[src/rtl/truth_table_sweeper.sv]
// truth_table_sweeper
// Walks a 4-input gate through all 16 minterms and holds each one for
// SETTLE+1 cycles. The gate output is sampled at the edge that closes each
// window. The captured truth table is checked against EXPECTED, and the
// module reports pass/fail, the mismatch count and the first failing minterm.
module truth_table_sweeper #(
  parameter logic [15:0] EXPECTED = 16'h7EE9,
  parameter int unsigned SETTLE   = 1
) (
  input  logic        clk,
  input  logic        rst_n,
  input  logic        start,
  input  logic        f_in,
  output logic        a,
  output logic        b,
  output logic        c,
  output logic        d,
  output logic        busy,
  output logic        done,
  output logic        pass,
  output logic [15:0] table_out,
  output logic [4:0]  err_count,
  output logic [3:0]  first_err,
  output logic        first_err_valid
);

  // The hold counter reloads to SETTLE and is 4 bits wide (range 0..15).
  localparam logic [3:0] SETTLE_CNT = 4'(SETTLE);

  // Sampling happens on the same edge at which the hold counter is found
  // at zero. The "sample" step is therefore folded into HOLD. This gives
  // exactly SETTLE+1 cycles per minterm, including when SETTLE=0.
  typedef enum logic {
    S_IDLE = 1'b0,
    S_HOLD = 1'b1
  } state_t;

  state_t      r_state;
  logic [3:0]  r_m;
  logic [3:0]  r_cnt;
  logic [3:0]  r_abcd;
  logic        r_busy;
  logic        r_done;
  logic        r_pass;
  logic [15:0] r_table;
  logic [4:0]  r_err_count;
  logic [3:0]  r_first_err;
  logic        r_first_err_valid;

  logic        w_cnt_zero;
  logic        w_mismatch;
  logic        w_last;
  logic [4:0]  w_err_next;

  // Decode for the current sample: is the window over, and does the gate
  // output disagree with the expected table bit for this minterm?
  assign w_cnt_zero = (r_cnt == 4'd0);
  assign w_mismatch = (f_in != EXPECTED[r_m]);
  assign w_last     = (r_m == 4'd15);
  // At most 16 mismatches are possible, so 5 bits can never wrap.
  assign w_err_next = r_err_count + 5'(w_mismatch);

  // Sweep FSM. All outputs are registered here.
  always_ff @(posedge clk or negedge rst_n) begin
    if (!rst_n) begin
      r_state           <= S_IDLE;
      r_m               <= 4'd0;
      r_cnt             <= 4'd0;
      r_abcd            <= 4'd0;
      r_busy            <= 1'b0;
      r_done            <= 1'b0;
      r_pass            <= 1'b0;
      r_table           <= 16'd0;
      r_err_count       <= 5'd0;
      r_first_err       <= 4'd0;
      r_first_err_valid <= 1'b0;
    end else begin
      r_done <= 1'b0;
      case (r_state)
        S_IDLE: begin
          if (start) begin
            r_state           <= S_HOLD;
            r_m               <= 4'd0;
            r_abcd            <= 4'd0;
            r_cnt             <= SETTLE_CNT;
            r_busy            <= 1'b1;
            r_pass            <= 1'b0;
            r_table           <= 16'd0;
            r_err_count       <= 5'd0;
            r_first_err       <= 4'd0;
            r_first_err_valid <= 1'b0;
          end
        end
        S_HOLD: begin
          if (!w_cnt_zero) begin
            r_cnt <= r_cnt - 4'd1;
          end else begin
            // End of the window: capture and compare this minterm.
            r_table[r_m] <= f_in;
            r_err_count  <= w_err_next;
            if (w_mismatch && !r_first_err_valid) begin
              r_first_err       <= r_m;
              r_first_err_valid <= 1'b1;
            end
            if (w_last) begin
              r_state <= S_IDLE;
              r_abcd  <= 4'd0;
              r_busy  <= 1'b0;
              r_done  <= 1'b1;
              r_pass  <= (w_err_next == 5'd0);
            end else begin
              r_m    <= r_m + 4'd1;
              r_abcd <= r_m + 4'd1;
              r_cnt  <= SETTLE_CNT;
            end
          end
        end
        default: r_state <= S_IDLE;
      endcase
    end
  end

  assign a               = r_abcd[3];
  assign b               = r_abcd[2];
  assign c               = r_abcd[1];
  assign d               = r_abcd[0];
  assign busy            = r_busy;
  assign done            = r_done;
  assign pass            = r_pass;
  assign table_out       = r_table;
  assign err_count       = r_err_count;
  assign first_err       = r_first_err;
  assign first_err_valid = r_first_err_valid;

endmodule
[config.mk]
export PLATFORM = sky130hd
export DESIGN_NAME = truth_table_sweeper
export DESIGN_NICKNAME = d
export VERILOG_FILES = /design/src/rtl/truth_table_sweeper.sv
export SDC_FILE = /design/constraint.sdc
export NUM_CORES = 1
export LEC_CHECK = 0
export CORE_AREA = 2 2 69 71
export CTS_CLUSTER_SIZE = 8
export DETAILED_ROUTE_END_ITERATION = 10
export DIE_AREA = 0 0 71 73
export GPL_ROUTABILITY_DRIVEN = 0
export PLACE_DENSITY = 0.86
export SETUP_SLACK_MARGIN = 0.02
export SLEW_MARGIN = 25
export SYNTH_ARGS = -nofsm -noshare
export SYNTH_HDL_FRONTEND = slang
export SYNTH_SLANG_ARGS = --single-unit
[constraint.sdc]
create_clock -name clk -period 2.65 [get_ports clk]
set_clock_uncertainty 0.15 [all_clocks]
set_input_delay 0.265 -clock clk [delete_from_list [all_inputs] [get_ports clk]]
set_output_delay 0.265 -clock clk [all_outputs]
set_load 0.05 [all_outputs]
==> impl_metrics.toml, run 1 <==
[logic_synthesis]
syn_area_um2 = 2240
synthTopCellsByCount = "dfrtp_1, o21ai_0, nand2_1"
async_flop_share = 1.00
ys_types = 35
avgSynthCellArea_um2 = 9.75
synthTopCellsByArea = "dfrtp_1, o21ai_0, ha_1, mux2i_1, a21boi_0"
synth_ff_type = "dfrtp_1"
yosysSeqAreaShare = 0.469
synth_seq_cells = 42
synth_edf_count = 0
synth_largest_area_cell = "dfrtp_1"
yosysWarningCount = 0
syn_nets = 243
yosysMostFrequentCell = "dfrtp_1"
netlist.area_leader.share = 0.469
syn_inst = 230

[power]
power.static_leakage_nw = 1.29
finalPower_mw = 3.56
vdd_drop_max_uv = 571
power.density_nw_per_um2 = 1230

[finish]
nets = 288
ff_latch_area_um2 = 1050
area_growth_pct = 28.6
fill_cells = 345
layout-drive-gt1-share = 0.138
antenna_cells = 0
multi_input_comb_area_um2 = 1140
utilization = 0.636
finalInstanceArea_um2 = 2880

[grt]
first_global_vias = 1804
grt.overflow.total = 0
antenna_found_initial = 0
track_usage = 0.204
grt_pass1_wl_mm = 8.38
grt_start_max_net_pins = 43

[worst_setup_path]
crit_path_max_fanout = 6
crit_path_start = "r_m[1]"
cp_slowest_cell = "dfrtp_2"
crit_type = "register to register"
rrSetupSlack_ps = 130
cp-endpoint = "err_count[4]"
crit_path_max_incr_delay_ps = 450
worstPathRequired_ps = 2720
cp-end-kind = "register"
critPathLaunchType = "register"
crit-reg2reg-launch = "r_m[1]"
worstPathArrival_ps = 2600
reg2reg_depth = 11
crit_chain = "inv_2, ha_2, mux2i_1, mux2i_1, xnor2_1, ha_2, ha_4, nand3_2, xor2_2, buf_4, o21ai_0"
r2r-end = "err_count[4]"

[placed_design]
dp_hpwl_mm = 3.50
place.port_buffers = 36
placed_area_um2 = 2650
place_ws_ps = -53.8

[drt]
wl_per_cell_um = 15.8
wl_mm = 5.23
vias_per_cell = 5.79
drt_iter0_markers = 105
via_count = 1911
drc_errors = 0
drt-pass1-iter-count = 4
ant_nets = 0

[clocking]
cts_buffer_depth = 2
clkSinkCount = 42
cts_made_buffers = 5
cts_tree = "built"
worstSkewPairLatency_ps = 290
htree_num_levels = 2
clk_pin_slew_ps = 80
cts_root_buf = "clkbuf_8"

[sta]
fin_crit_sh = 0.953
fin_crit_ps = 2520
drv_slew = 0
timing.final.ws_setup_ps = 125
slew_headroom = 0.410
finalHoldViolations = 0
tightest_slew_ps = 885
finalSetupViolations = 0
fmax_mhz = 396

[floorplan]
start_util = 0.494
core_area_um2 = 4540
io_pins = 37
rows = 25
die_h_um = 73
dieArea_um2 = 5180
die_w_um = 71

[run]
cap_violations = 0

[run_status]
status = "complete, no violations"

[min_path]
hold_class = "register to register"
==> layout by cell type (no fill, tap or decap), types with 6 or more instances in the layout <==
master / instances
mux2i_1: 10
dfrtp_1: 41
nand2_1: 23
a22o_1: 7
a21boi_0: 12
buf_4: 14
ha_1: 6
inv_1: 7
nand3_1: 8
nor2_1: 7
clkdlybuf4s50_1: 35
o21ai_0: 29
==> worst min-delay path by stage <==
stage,start,to,cells after the start,slack [ps]
6_report,r_abcd[2],r_abcd[2],2,320
5_1_grt,r_abcd[1],r_abcd[1],2,350
4_1_cts,r_abcd[2],r_abcd[2],2,320
3_5_place_dp,rst_n,err_count[3],1,300
3_3_place_gp,rst_n,err_count[3],1,290
2_1_floorplan,rst_n,busy,0,-180
==> routing by layer <==
layer,vias to the layer above,GRT usage,part of all wire
met5,-,0,0
met3,15,0.0442,0.042
li1,907,-,-
met2,55,0.363,0.52
met1,934,0.248,0.42
met4,0,0.0629,0.023
==> timing repair <==
item / CTS / global route
setup buffers: 2 / 6
resized for setup: 1 / 12
pin swaps: 0 / 4
endpoints found under the setup margin: 1 / 2
hold endpoints to repair: 42 / 0
hold buffers: 1 / 0
==> critical path, delay by kind of cell, from the launching register on <==
family                   cells  cell delay (ps)
adder cells (fa/ha/maj)      3              680
flip-flops                   1              450
XOR/XNOR                     2              420
multiplexers                 2              310
buffers and inverters        2              210
AO/OA/AOI/OAI                1              130
AND/OR/NAND/NOR              1              100
==> kinds of logic after synthesis <==
kind of cell	Yosys count	share of synthesized area
muxes	10	0.0446
adders and majority gates	9	0.0502
DFF	42	0.469
AOI/OAI and AO/OA	71	0.206
and+or+nand+nor	68	0.158
buffers and inverters	23	0.0441
xor gates and xnor gates	7	0.0273
==> per-stage QoR <==
step	TNS [ps]	hold WS, ps	std cells
2_1_floorplan	0	-181	230
3_3_place_gp	0	294	313
3_5_place_dp	-53.8	296	313
4_1_cts	0	325	324
5_1_grt	-1.84	352	330
6_report	0	320	330
==> registers in the layout, summed over array words and instances (netlist names) <==
signal	flops
busy	1
done	1
err_count	5
first_err	4
first_err_valid	1
pass	1
r_abcd	4
r_cnt	4
r_m	4
r_state	1
table_out	16
==> power breakdown <==
| part | internal, mW | switching (mW) |
|---|---|---|
| logic | 0.799 | 1.23 |
| registers | 0.851 | 0.178 |
| clock network | 0.277 | 0.222 |
==> final cells by class <==
class / count / share of cell area
timing repair buffer: 52 / 0.167
multi-input combinational: 165 / 0.395
inverter: 9 / 0.0117
clock buffer: 5 / 0.0239
clock inverter: 3 / 0.0139
sequential: 42 / 0.365
tap: 54 / 0.0234
Power figures use the tool's default switching activity.
==> run 2: changes to the inputs <==
==> constraint.sdc (replaced) <==
create_clock -name clk -period 2.65 [get_ports clk]
set_clock_uncertainty 0.15 [all_clocks]
set_input_delay 0.53 -clock clk [delete_from_list [all_inputs] [get_ports clk]]
set_output_delay 0.53 -clock clk [all_outputs]
set_load 0.05 [all_outputs]
==> impl_metrics.toml, run 2 (synthesis results as in run 1) <==
[sta]
fmax_mhz = 401
finalHoldViolations = 0
drv_slew = 0
fin_crit_ps = 2490
timing.final.ws_setup_ps = 156
fin_crit_sh = 0.941
slew_headroom = 0.535
tightest_slew_ps = 696
finalSetupViolations = 0

[drt]
via_count = 1922
wl_met1_mm = 2.26
ant_nets = 0
drt-pass1-iter-count = 4
wl_per_cell_um = 16.2
vias_per_cell = 5.88
top_layer = "met4"
wl_met2_mm = 2.66
drt_iter0_markers = 190
drc_errors = 0
wl_mm = 5.29
wl_met3_um = 253

[power]
vdd_drop_max_uv = 786
power.density_nw_per_um2 = 1220
power.static_leakage_nw = 1.28

[worst_setup_path]
crit_path_max_fanout = 7
crit_path_max_incr_delay_ps = 410
crit_path_frequent_cell = "mux2i_1"
cp-end-kind = "register"
critPathBufInv = 2
path_delay_family = "multiplexers"
crit_chain = "buf_6, ha_1, mux2i_2, mux2i_1, xnor2_1, ha_2, buf_4, nand3_1, xor2_2, nand4_1, mux2i_1"
critPathLaunchType = "register"
crit_type = "register to register"
cp_slowest_cell = "dfrtp_1"
worstPathRequired_ps = 2720
worstPathArrival_ps = 2570

[clocking]
clkSinkCount = 42
hold_buffers = 0
clk_pin_slew_ps = 70
cts_made_buffers = 5
worstSkewPairLatency_ps = 300
htree_num_levels = 2
cts_buffer_depth = 2
cts_tree = "built"
cts_root_buf = "clkbuf_8"

[finish]
nets = 287
fill_cells = 362
finalInstanceArea_um2 = 2860
area_growth_pct = 27.7
layout_common_cells = "dfrtp_1, clkdlybuf4s50_1, o21ai_0"
largest_register_ffs = 16
layout-drive-gt1-share = 0.125
final_common_cell = "dfrtp_1"
antenna_cells = 0

[placed_design]
dp_hpwl_mm = 3.57
placed_area_um2 = 2670
place_ws_ps = 76.2
place.port_buffers = 36

[grt]
first_global_vias = 1877
antenna_found_initial = 0
track_usage = 0.216
grt_start_max_net_pins = 43
grt.overflow.total = 0
grt_pass1_wl_mm = 8.71

[min_path]
hold_class = "input port to async pin"

[floorplan]
die_w_um = 71
io_pins = 37
dieArea_um2 = 5180
rows = 25
die_h_um = 73
start_util = 0.494
core_area_um2 = 4540

[run_status]
status = "complete, no violations"

[run]
cap_violations = 0
## run 2: cell types whose count changed in the layout (fill, tap and decap cells not counted), sizes merged
cell / previous run / this run
clkinv: 2 / 0
dlygate4sd3: 1 / 0
bufinv: 1 / 0
clkbuf: 5 / 6
## run 2: area by class of cell
cell class	count	area (um2)	area share
clock buffers	6	82.6	0.0288
inverters	9	33.8	0.0118
multi-input cells	165	1130	0.396
flip-flops and latches	42	1050	0.368
well taps	54	67.6	0.0236
repair buffers	51	492	0.172
## run 2: worst paths after layout
kind                       slack, ps       from  cells after the start           end
setup / recovery                 160     r_m[0]                     11          pass
hold / removal                    30      rst_n                      1  err_count[1]
setup reg to reg                 160     r_m[0]                     11          pass
hold reg to reg                  330  r_abcd[2]                      2     r_abcd[2]
max in group asynchronous       1850      rst_n                      2  table_out[0]
min in group clk                 330  r_abcd[2]                      2     r_abcd[2]
## run 2: repair_timing
| item | in CTS | in global routing |
|---|---|---|
| resized for setup | 0 | 11 |
| setup buffers | 0 | 5 |
| setup endpoints to repair | 0 | 2 |
## run 2: through the flow
step	util	hold WS (ps)	TNS [ps]	std cells	power [mW]
2_1_floorplan	-	84.4	0	230	2.32
6_report	0.631	28.9	0	327	3.50
3_5_place_dp	0.588	320	0	315	2.90
5_1_grt	0.631	49.8	-26.2	327	3.72
3_3_place_gp	0.588	304	0	315	2.82
4_1_cts	0.606	246	0	321	3.33
## run 2: metal layers
layer | vias up | GRT usage
met5 | - | 0
li1 | 901 | -
met3 | 10 | 0.0497
met2 | 58 | 0.354
met1 | 953 | 0.275
met4 | 0 | 0.0964
## run 2: power breakdown
| group | total [mW] | switching (mW) | internal [mW] |
|---|---|---|---|
| Clock | 0.412 | 0.211 | 0.201 |
| Sequential | 1.02 | 0.171 | 0.851 |
| Combinational | 2.06 | 1.25 | 0.811 |
==> run 3: changes to the inputs <==
- clock period: 2.65 -> 2.4 ns (I/O delays scaled with it)
==> impl_metrics.toml, run 3 (synthesis results as in run 1) <==
[run_status]
status = "finished with violations"
violations = "negative setup slack"

[worst_setup_path]
cp-endpoint = "pass"
cp_slowest_cell = "dfrtp_1"
critPathBufInv = 1
worstPathArrival_ps = 2540
cp-end-kind = "register"
reg2reg_depth = 11
crit_path_start = "r_m[1]"
crit_path_max_fanout = 3
crit_cells = 11
crit_chain = "inv_2, ha_4, mux2i_4, mux2i_1, xnor2_1, ha_2, ha_4, nand3_4, xor2_2, nand4_1, mux2i_1"
rrSetupSlack_ps = -50
crit_path_max_incr_delay_ps = 430
worstPathRequired_ps = 2490
r2r-end = "pass"
crit-reg2reg-launch = "r_m[1]"
crit_type = "register to register"
critPathLaunchType = "register"
path_delay_family = "adder cells"

[sta]
hold_ws_ps = 62.7
slew_headroom = 0.533
fin_crit_sh = 1.02
fin_crit_ps = 2450
timing.final.ws_setup_ps = -48.9
fmax_mhz = 408
finalHoldViolations = 0
rsz0062_at_grt = "true"
tightest_slew_ps = 701
finalSetupViolations = 1
fin_tns_setup_ps = -48.9
drv_slew = 0

[clocking]
cts_buffer_depth = 2
clk_pin_slew_ps = 80
htree_num_levels = 2
clkSinkCount = 42
cts_tree = "built"
cts_root_buf = "clkbuf_8"
worstSkewPairLatency_ps = 300
cts_made_buffers = 5

[drt]
via_count = 1884
drc_errors = 0
vias_per_cell = 5.61
drt-pass1-iter-count = 4
ant_nets = 0
drt_iter0_markers = 100
wl_per_cell_um = 15.5
wl_mm = 5.22

[grt]
grt_start_max_net_pins = 33
grt_pass1_wl_mm = 8.49
track_usage = 0.211
grt.overflow.total = 0
antenna_found_initial = 0
first_global_vias = 1820

[power]
vdd_drop_max_uv = 862
power.static_leakage_nw = 1.32
finalPower_mw = 4.03
power.density_nw_per_um2 = 1370

[min_path]
hold_class = "input port to async pin"

[floorplan]
die_w_um = 71
die_h_um = 73
io_pins = 37
core_area_um2 = 4540
rows = 25
dieArea_um2 = 5180
start_util = 0.494

[finish]
area_growth_pct = 30.9
utilization = 0.647
layout_common_cells = "dfrtp_1, clkdlybuf4s50_1, o21ai_0"
nets = 294
final_common_cell = "dfrtp_1"
largest_register_ffs = 16
antenna_cells = 0
multi_input_comb_area_um2 = 1150
ff_latch_area_um2 = 1050
layout-drive-gt1-share = 0.152
fill_cells = 352

[placed_design]
dp_hpwl_mm = 3.64
place.port_buffers = 36

[run]
cap_violations = 0
run 3: changes by cell type in the layout (fill, tap and decap cells not counted), sizes merged:
cell and delta:
buf +7, bufinv +1, clkbuf -1, clkinv +2
run 3: worst min-delay path by stage:
stage,slack [ps],from,depth (start not counted),to
2_1_floorplan,30,rst_n,0,busy
3_3_place_gp,310,r_abcd[2],2,r_abcd[2]
3_5_place_dp,320,busy,1,busy
4_1_cts,90,rst_n,1,r_m[1]
5_1_grt,130,rst_n,1,table_out[11]
6_report,60,rst_n,1,table_out[3]
run 3: worst reg2reg max path: cells and delay by family (launching register included):
family	cells	cell delay, ps
adders and majority gates	3	640
buffers and inverters	1	110
muxes	3	390
xor gates and xnor gates	2	460
and+or+nand+nor	2	190
DFF	1	430
run 3: power by group:
part	total [mW]	internal, mW	switching [mW]
sequential	1.13	0.939	0.187
clock	0.562	0.306	0.256
combinational	2.35	0.965	1.38
total	4.03	2.21	1.82
run 3: stage by stage:
stage / setup WS [ps] / std cells / instance area, um2
4_1_cts: 22.8 / 333 / 2880
3_5_place_dp: -56.0 / 323 / 2740
3_3_place_gp: 72.2 / 323 / 2740
2_1_floorplan: 37.3 / 230 / 2260
6_report: -48.9 / 336 / 2940
5_1_grt: -187 / 336 / 2940
run 3: final cells by class:
class                   instances  area share
flip-flops and latches         42       0.358
clock buffers                   5      0.0234
multi-input cells             165       0.393
well taps                      54      0.0230
clock inverters                 3      0.0136
inverters                       9      0.0115
repair buffers                 58       0.177
run 3: what timing repair did:
action	CTS	global route
gates resized for setup	2	6
hold endpoints to repair	0	0
hold buffers	0	0
pin swaps	2	4
setup buffers	2	3
setup endpoints to repair	1	3
cloned	0	0
run 3: per-layer routing:
layer	GRT usage	vias up	wire [um]
li1	-	921	-
met1	0.258	914	2280
met2	0.371	41	2700
met3	0.0359	8	177
met4	0.0881	0	72
met5	0	-	0
==> variant (flow settings as in run 3) <==
Register the inputs `start` and `f_in` before use, without a reset. The logic sees them one clock later.
--- a/src/rtl/truth_table_sweeper.sv
+++ b/src/rtl/truth_table_sweeper.sv
@@ -37,2 +37,10 @@
 
+  logic start_q;
+  logic f_q;
+
+  always_ff @(posedge clk) begin
+    start_q <= start;
+    f_q     <= f_in;
+  end
+
   state_t      r_state;
@@ -57,3 +65,3 @@
   assign w_cnt_zero = (r_cnt == 4'd0);
-  assign w_mismatch = (f_in != EXPECTED[r_m]);
+  assign w_mismatch = (f_q != EXPECTED[r_m]);
   assign w_last     = (r_m == 4'd15);
@@ -80,3 +88,3 @@
         S_IDLE: begin
-          if (start) begin
+          if (start_q) begin
             r_state           <= S_HOLD;
@@ -98,3 +106,3 @@
             // End of the window: capture and compare this minterm.
-            r_table[r_m] <= f_in;
+            r_table[r_m] <= f_q;
             r_err_count  <= w_err_next;
Formal check against the unedited RTL: not equivalent (Yosys sat finds a counterexample within 4 cycles, from zero or initial values and one cycle with rst_n low).
==> variant against run 3 <==
The flow still finishes with violations (negative setup slack). Power decreased by 1.5%. Routed wire length grew 2.4%. Non-clock buffer count is 2 lower. Synthesized area grew 1.8%. Sequential share of layout area rose by 0.17 points. Final area increased by 3.3%. Setup slack better by 0.011 ns. Sequential cell count grew 2. Die area is the same. Global-route usage rose by 0.43 points. Largest power group unchanged. Highest routed layer unchanged.
==> variant: results (changes against run 3) <==
status - complete, but fails checks (unchanged)
CP endpoint - first_err[2] (was pass)
pre-CTS setup slack - -0.02319 ns (was -0.05601 ns)
number of global-route vias before repair - 1767 (was 1820)
Slew HR - 55.83% (was 53.27%)
buffers outside the clock class - 56 (was 58)
met3 Use GR - 5.387% (was 3.591%)
global-route wire length before repair - 8611 µm (was 8493 µm)
Detailed Place HPWL - 3546 µm (was 3639 µm)
Vias - 1889 (was 1884)
mux contribution to synthesized area - 4.386% (was 4.464%)
syn nets - 245 (was 243)
worst-path fanout max - 5 (was 3)
LEAKAGE - 1.346 nW (was 1.321 nW)
final setup margin - -0.03763 ns (was -0.04888 ns)
wire length on met1 - 2302 µm (was 2276 µm)
complex-gate fraction of the synthesized area - 20.29% (was 20.65%)
GR Layer Usage met1 - 27.28% (was 25.75%)
filler cell count - 351 (was 352)
maximum VDD drop - 0.8005 mV (was 0.8624 mV)
largest net degree at the start of global routing - 32 (was 33)
XOR/XNOR Fraction of Synth Area - 2.686% (was 2.734%)
critical path data arrival time - 2.48 ns (was 2.54 ns)
Iteration-0 DRC Markers - 147 (was 100)
max layer used - met4 (unchanged)
Final setup viols - 3 (was 1)
drt total wl - 5346 µm (was 5222 µm)
drt wl/cell - 15.91 µm (was 15.54 µm)
layout cell share with drive strength beyond 1 - 15.96% (was 15.25%)
GRT Total Usage - 21.53% (was 21.10%)
Seq/total area - 36.01% (was 35.85%)
Distinct cells, synth - 36 (was 35)
routed length on met2 - 2734 µm (was 2696 µm)
ClkCell Share - 5.239% (was 3.708%)
Non-clock buffer share - 16.67% (was 17.73%)
Synth Area in Adders - 4.934% (was 5.022%)
met2 Resource Use GR - 35.51% (was 37.07%)
failing checks - negative setup slack (unchanged)
clk sink count - 44 (was 42)
Placed Instances - 321 (was 323)
worst hold slack - 0.04552 ns (was 0.06273 ns)
Seq/Total Area, Yosys - 47.81% (was 46.88%)
Int Pwr - 2.340 mW (was 2.210 mW)
wire length on met3 - 204 µm (was 177 µm)
CP peak stage delay - 0.41 ns (was 0.43 ns)
Yosys warnings - 0 (unchanged)
min-delay worst type - primary input to asynchronous set/reset pin (unchanged)
synth top area cells - dfrtp_1 46%, o21ai_0 6.4%, ha_1 4.9% (was dfrtp_1 47%, o21ai_0 6.5%, ha_1 5.0%)
multi-input gate share of total cell area - 38.74% (was 39.26%)
-- variant: cell count changes after synthesis --
cell / before / now
dfxtp_1: 0 / 2
-- variant: through the flow --
step	total power [mW]	cell area [µm²]
floorplan	2.328	2298
global placement	2.859	2754
detailed placement	2.911	2754
CTS	3.807	2955
global route	4.190	3033
finish	3.972	3033
-- variant: timing repair --
| action | in CTS | in global routing |
|---|---|---|
| gates cloned | 0 | 0 |
| resized for setup | 2 | 11 |
| endpoints found under the setup margin | 1 | 7 |
| setup buffers | 4 | 3 |
| pin swaps | 2 | 3 |
-- variant: power groups by stage --
| stage | Combinational, mW | Clock [mW] | Sequential [mW] |
|---|---|---|---|
| final | 2.10 | 0.779 | 1.09 |
| after global placement | 1.77 | 0 | 1.09 |
| after CTS | 1.94 | 0.788 | 1.08 |
| after global routing | 2.24 | 0.825 | 1.12 |
| after floorplan | 0.826 | 0 | 1.50 |
| after detailed placement | 1.82 | 0 | 1.10 |
